--- config.mk ---
export PLATFORM = sky130hd
export DESIGN_NAME = aes_block_sched
export DESIGN_NICKNAME = d
export VERILOG_FILES = /design/src/rtl/aes_sched_pkg.sv /design/src/rtl/aes_block_sched_blk_fifo.sv /design/src/rtl/aes_block_sched.sv
export SDC_FILE = /design/constraint.sdc
export NUM_CORES = 1
export LEC_CHECK = 0
export ABC_AREA = 1
export CORE_MARGIN = 10
export CORE_UTILIZATION = 30
export DETAILED_ROUTE_END_ITERATION = 10
export PLACE_DENSITY = 0.51
export SYNTH_ARGS = -nofsm -noshare
export SYNTH_HDL_FRONTEND = slang
export SYNTH_SLANG_ARGS = --single-unit
--- constraint.sdc ---
create_clock -name sclk -period 48.9 [get_ports sclk]
set_input_delay 12.225 -clock sclk [delete_from_list [all_inputs] [get_ports sclk]]
set_output_delay 12.225 -clock sclk [all_outputs]
set_load 0.01 [all_outputs]
--- src/rtl/aes_sched_pkg.sv ---
// Shared constants for the AES block scheduler: block width, drop counter width,
// FSM state encoding and small helpers used by the scheduler and its FIFO.
package aes_sched_pkg;

  localparam int BLK_W  = 128;
  localparam int DROP_W = 16;

  typedef logic [2:0] state_t;

  localparam logic [2:0] ST_WAIT_KEY = 3'd0;
  localparam logic [2:0] ST_LOAD_KEY = 3'd1;
  localparam logic [2:0] ST_READY    = 3'd2;
  localparam logic [2:0] ST_ISSUE    = 3'd3;
  localparam logic [2:0] ST_WAIT     = 3'd4;

  function automatic logic is_busy(input state_t st);
    return !((st == ST_WAIT_KEY) || (st == ST_READY));
  endfunction

  function automatic logic [DROP_W-1:0] sat_inc(input logic [DROP_W-1:0] val);
    return (val == {DROP_W{1'b1}}) ? val : val + DROP_W'(1);
  endfunction

endpackage

--- src/rtl/aes_block_sched_blk_fifo.sv ---
// Synchronous FIFO of plaintext blocks; a push into a full FIFO is accepted only
// when a pop happens in the same cycle.
module blk_fifo
  import aes_sched_pkg::*;
#(
  parameter int DEPTH = 4
) (
  input  logic                      clk,
  input  logic                      rst,
  input  logic                      push,
  input  logic                      pop,
  input  logic [BLK_W-1:0]          din,
  output logic [BLK_W-1:0]          dout,
  output logic                      full,
  output logic                      empty,
  output logic [$clog2(DEPTH):0]    count
);

  localparam int AW = $clog2(DEPTH);

  logic [BLK_W-1:0] mem [DEPTH];
  logic [AW-1:0]    wr_ptr;
  logic [AW-1:0]    rd_ptr;
  logic             do_push;
  logic             do_pop;

  assign empty   = (count == '0);
  assign full    = (count == (AW+1)'(DEPTH));
  assign do_pop  = pop && !empty;
  assign do_push = push && (!full || do_pop);
  assign dout    = mem[rd_ptr];

  // Pointers wrap naturally because DEPTH is a power of two
  always_ff @(posedge clk or posedge rst) begin
    if (rst) begin
      wr_ptr <= '0;
      rd_ptr <= '0;
      count  <= '0;
    end else begin
      if (do_push) wr_ptr <= wr_ptr + AW'(1);
      if (do_pop)  rd_ptr <= rd_ptr + AW'(1);
      case ({do_push, do_pop})
        2'b10:   count <= count + (AW+1)'(1);
        2'b01:   count <= count - (AW+1)'(1);
        default: count <= count;
      endcase
    end
  end

  always_ff @(posedge clk) begin
    if (do_push) mem[wr_ptr] <= din;
  end

endmodule

--- src/rtl/aes_block_sched.sv ---
// Feeds buffered sensor blocks to an AES core one at a time, handling key loads,
// completion capture, AES timeouts and FIFO overflow accounting.
module aes_block_sched
  import aes_sched_pkg::*;
#(
  parameter int FIFO_DEPTH = 4,
  parameter int TIMEOUT    = 1023
) (
  input  logic               sclk,
  input  logic               rst,
  input  logic               key_done,
  input  logic [BLK_W-1:0]   key_in,
  input  logic [BLK_W-1:0]   data128,
  input  logic               data128_en,
  output logic [BLK_W-1:0]   aes_key,
  output logic               aes_key_load,
  output logic [BLK_W-1:0]   aes_din,
  output logic               aes_start,
  input  logic               aes_done,
  input  logic [BLK_W-1:0]   aes_dout,
  output logic [BLK_W-1:0]   cipher,
  output logic               cipher_valid,
  output logic [DROP_W-1:0]  drop_cnt,
  output logic               timeout_err,
  output logic               busy
);

  localparam int TW = $clog2(TIMEOUT + 1);

  state_t                    state;
  state_t                    next_state;
  logic                      pend_vld;
  logic [BLK_W-1:0]          pend_key;
  logic [TW-1:0]             tmo_cnt;

  logic                      fifo_full;
  logic                      fifo_empty;
  logic [BLK_W-1:0]          fifo_dout;
  logic [$clog2(FIFO_DEPTH):0] unused_fifo_count;

  logic                      key_req;
  logic                      key_take;
  logic [BLK_W-1:0]          key_sel;
  logic                      pop;
  logic                      drop;
  logic                      done_ok;
  logic                      tmo_hit;

  blk_fifo #(
    .DEPTH (FIFO_DEPTH)
  ) u_fifo (
    .clk   (sclk),
    .rst   (rst),
    .push  (data128_en),
    .pop   (pop),
    .din   (data128),
    .dout  (fifo_dout),
    .full  (fifo_full),
    .empty (fifo_empty),
    .count (unused_fifo_count)
  );

  // A key_done arriving in READY is taken directly, so the newest key always wins
  assign key_req  = key_done || pend_vld;
  assign key_sel  = key_done ? key_in : pend_key;
  assign key_take = ((state == ST_WAIT_KEY) && key_done) ||
                    ((state == ST_READY) && key_req);
  assign pop      = (state == ST_READY) && !key_req && !fifo_empty;
  assign drop     = data128_en && fifo_full && !pop;
  assign done_ok  = (state == ST_WAIT) && aes_done;
  assign tmo_hit  = (state == ST_WAIT) && !aes_done && (tmo_cnt == TW'(TIMEOUT - 1));

  always_comb begin
    next_state = state;
    case (state)
      ST_WAIT_KEY: if (key_done) next_state = ST_LOAD_KEY;
      ST_LOAD_KEY: next_state = ST_READY;
      ST_READY: begin
        if (key_req)          next_state = ST_LOAD_KEY;
        else if (!fifo_empty) next_state = ST_ISSUE;
      end
      ST_ISSUE:    next_state = ST_WAIT;
      ST_WAIT:     if (done_ok || tmo_hit) next_state = ST_READY;
      default:     next_state = ST_WAIT_KEY;
    endcase
  end

  always_ff @(posedge sclk or posedge rst) begin
    if (rst) begin
      state        <= ST_WAIT_KEY;
      busy         <= 1'b0;
      pend_vld     <= 1'b0;
      tmo_cnt      <= '0;
      aes_key      <= '0;
      aes_key_load <= 1'b0;
      aes_din      <= '0;
      aes_start    <= 1'b0;
      cipher       <= '0;
      cipher_valid <= 1'b0;
      drop_cnt     <= '0;
      timeout_err  <= 1'b0;
    end else begin
      state        <= next_state;
      busy         <= is_busy(next_state);
      aes_key_load <= (state == ST_LOAD_KEY);
      aes_start    <= pop;
      cipher_valid <= done_ok;

      if (key_take)      pend_vld <= 1'b0;
      else if (key_done) pend_vld <= 1'b1;

      if (key_take) aes_key <= key_sel;
      if (pop)      aes_din <= fifo_dout;
      if (done_ok)  cipher  <= aes_dout;

      if (state == ST_ISSUE)     tmo_cnt <= '0;
      else if (state == ST_WAIT) tmo_cnt <= tmo_cnt + TW'(1);

      if (tmo_hit) timeout_err <= 1'b1;
      if (drop)    drop_cnt    <= sat_inc(drop_cnt);
    end
  end

  // Holding register for a key that arrives while the core is occupied
  always_ff @(posedge sclk) begin
    if (key_done) pend_key <= key_in;
  end

endmodule

==> impl_metrics.toml <==
[run_status]
status = "complete, no violations"

[global_route]
grt_pass1_vias = 27700
grt_overflow = 0
grt_usage_pct = 17.0
grt_max_degree = 154
antenna_found_initial = 57
grt_pass1_wl_um = 190000

[drt]
drt_iter0_markers = 1672
dr.pass1.iters = 5
post_drt_wl_per_cell_um = 20.7
routed_via_density = 4.51
wl_um = 131000
vias = 28500
ant_nets = 0
drc = 0

[timing]
period_needed_ps = 15750
hold_viol = 0
final.setup_skew_ps = 48.1
fin_tns_setup_ps = 0
timing.fmax_mhz = 63.5
report.final.slew_viol_count = 0
timing.final.ws_setup_ps = 33150
setup_viol = 0
fin_crit_sh_pct = 32.2
relSlewSlack_pct = 26.8
worst_pin_slew_ps = 1100
rsz0062_at_grt = "false"

[synthesis]
yosys_register_bits = 1066
avgSynthCellArea_um2 = 10.8
synth_edf_count = 512
synth_cells = 3712
ys.flop_type = "edfxtp_1"
synthesis.nets = 4110
synthArstFlopShare_pct = 40.0
yosysSeqAreaShare_pct = 71.6
synth.distinct_cells = 30
ys_warn_count = 0
netlist_area_um2 = 40000

[place]
port-buffer-count = 793
gp_congestion = 0.803
place_ws_ps = 32110
dpl.hpwl_um = 87800

[critical_path]
slowest_stage = "buf_4"
cp_top_family = "buffers and inverters"
critical_path.max_fanout = 88
crit_end = "aes_key[88]"
cpMostUsedCell = "buf_4"
r2r_cells = 9
reg2reg_from = "state[2]"
path_class = "in -> async"
critical_path.reg2reg.endpoint = "u_fifo.mem[0][40]"
path_cells = "clkdlybuf4s50_1 -> inv_8 -> buf_4 -> buf_4 -> buf_4 -> buf_4"
reg2reg_slack_ps = 44900
crit_start = "rst"
critical-path-max-stage-delay_ps = 800
critical_path_arrival_ps = 16510
cp.depth = 6
required_ps = 49670
crit_buf_inv = 6
crit_path_end_kind = "asynchronous set/reset pin"
critPathLaunchType = "input port"

[flow_run]
max_cap_viol_count = 0

[power_and_ir_drop]
p_leak_uw = 0.0215
p_int_uw = 2180
p_comb_share_pct = 33.2
p_seq_share_pct = 40.5
p_sw_uw = 1140
ir_worst_vdd_mv = 0.0375
switching_share_pct = 34.4
p_per_area_nw_per_um2 = 62.5
pwr-share-clk_pct = 26.3

[clock_network]
clk_pin_slew_ps = 60
insertion_delay_ps = 740
holdBufCountCts = 0
htreeDepth = 3
cts_root_buffer = "clkbuf_16"
cts_tree = "done"
clk_path_buf_depth = 3
cts.sinks = 1066
cts_resized = 0
cts_setup_buffers = 0
cts_buffers = 118

[floorplan]
dieArea_um2 = 148000
rows = 133
initial_core_util_pct = 30.3
die_x_um = 385
core_area_um2 = 132000
ioPinCount = 794
chipHeight_um = 385

[layout]
fin_nets = 4851
syn_to_final_growth_pct = 33.2
fillers = 12700
regArea_um2 = 28600
layout-drive-gt1-share_pct = 5.31
multi_input_area_um2 = 10100

[worst_hold_path]
min_path_type = "reg -> reg"
## layout make-up
type                    instances  share of cell area (%)
diodes                         11                  0.0517
clock buffers                 169                    6.33
clock inverters                57                   0.950
inverters                      46                   0.372
multi-input cells            2402                    19.1
flip-flops and latches       1066                    53.8
well taps                    1755                    4.13
repair buffers                819                    15.4
## per-stage QoR
stage          hold slack, ps  util (%)  total power [µW]  instances  area [µm²]
6_report                  439      40.3              3330       6325       53200
5_1_grt                   456      40.3              3540       6322       53200
4_1_cts                   442      40.3              3390       6314       53200
3_5_place_dp              428      37.4              2500       6088       49300
3_3_place_gp              422      37.4              2490       6088       49300
2_1_floorplan             414         -              1910       3712       40000
## worst min path at each step
stage	startpoint	endpoint	depth (start not counted)
after global routing	pend_key[69]	pend_key[69]	2
after detailed placement	pend_key[62]	pend_key[62]	2
after floorplan	pend_key[100]	pend_key[100]	2
after CTS	pend_key[62]	pend_key[62]	2
final	pend_key[103]	pend_key[103]	2
after global placement	pend_key[4]	pend_key[4]	2
## cells in the mapped netlist, types with 3 or more instances
cell type  instances  share of area [%]
nand2_1         1265                 12
nor2_1           543                5.1
edfxtp_1         512                 38
dfrtp_1          426                 27
o21ai_0          313                3.9
a31oi_1          128                2.0
dfxtp_1          128                6.4
buf_2             83                1.0
o21ai_1           82                1.0
clkbuf_1          70               0.66
inv_1             39               0.37
buf_6             24               0.68
buf_4             18               0.34
nand3_1           16               0.20
ha_1               8               0.25
nand4_1            8               0.13
a21oi_1            7              0.088
inv_2              7              0.066
xnor2_1            7               0.15
nor2_2             6              0.094
nand2_2            5              0.078
xor2_1             5               0.11
buf_1              3              0.028
nor3_1             3              0.038
## metal layers
layer	GRT usage, %	wire (µm)	vias up	part of all wire [%]
li1	-	-	13800	-
met1	19.6	51100	13600	39
met2	29.4	64700	803	49
met3	5.83	11600	252	8.8
met4	5.09	3430	48	2.6
met5	0	279	-	0.21
## worst reg2reg max path, delay by kind of cell (launching register included)
family / cells / cell delay (ps)
flip-flops: 1 / 410
buffers and inverters: 3 / 1650
AND/OR/NAND/NOR: 6 / 1510
## power by group through the flow
stage	registers (µW)	clock network (µW)	logic, µW
2_1_floorplan	1410	0	500
4_1_cts	1350	905	1140
3_3_place_gp	1360	0	1130
6_report	1350	876	1100
3_5_place_dp	1360	0	1130
5_1_grt	1370	941	1230
## kinds of logic after synthesis
| group | Yosys count | synth area share (%) |
|---|---|---|
| compound gates | 531 | 7.06 |
| flops | 1066 | 71.6 |
| xor+xnor | 12 | 0.263 |
| buf+inv | 244 | 3.17 |
| fa+ha+maj | 9 | 0.301 |
| simple gates | 1850 | 17.6 |
## flip-flops by register name, summed over array words and instances (netlist names)
register	flops
busy	1
u_fifo.wr_ptr	2
aes_start	1
cipher	128
state	3
tmo_cnt	10
aes_key_load	1
pend_vld	1
drop_cnt	16
aes_key	128
pend_key	128
timeout_err	1
aes_din	128
u_fifo.rd_ptr	2
u_fifo.mem	512
u_fifo.count	3
cipher_valid	1
## placed cells by master, fill, tap and decap left out, types with 11 or more instances in the layout
| master | instances |
|---|---|
| o21ai_1 | 82 |
| dfxtp_1 | 128 |
| clkbuf_1 | 30 |
| nand2_1 | 1265 |
| dfrtp_1 | 424 |
| clkinv_2 | 24 |
| a31oi_1 | 128 |
| clkdlybuf4s50_1 | 792 |
| nand3_1 | 16 |
| clkbuf_8 | 20 |
| buf_4 | 24 |
| nor2_1 | 539 |
| clkbuf_16 | 119 |
| edfxtp_1 | 512 |
| diode_2 | 11 |
| o21ai_0 | 313 |
| inv_1 | 37 |
Note: power is estimated with default switching activity, not from simulation.
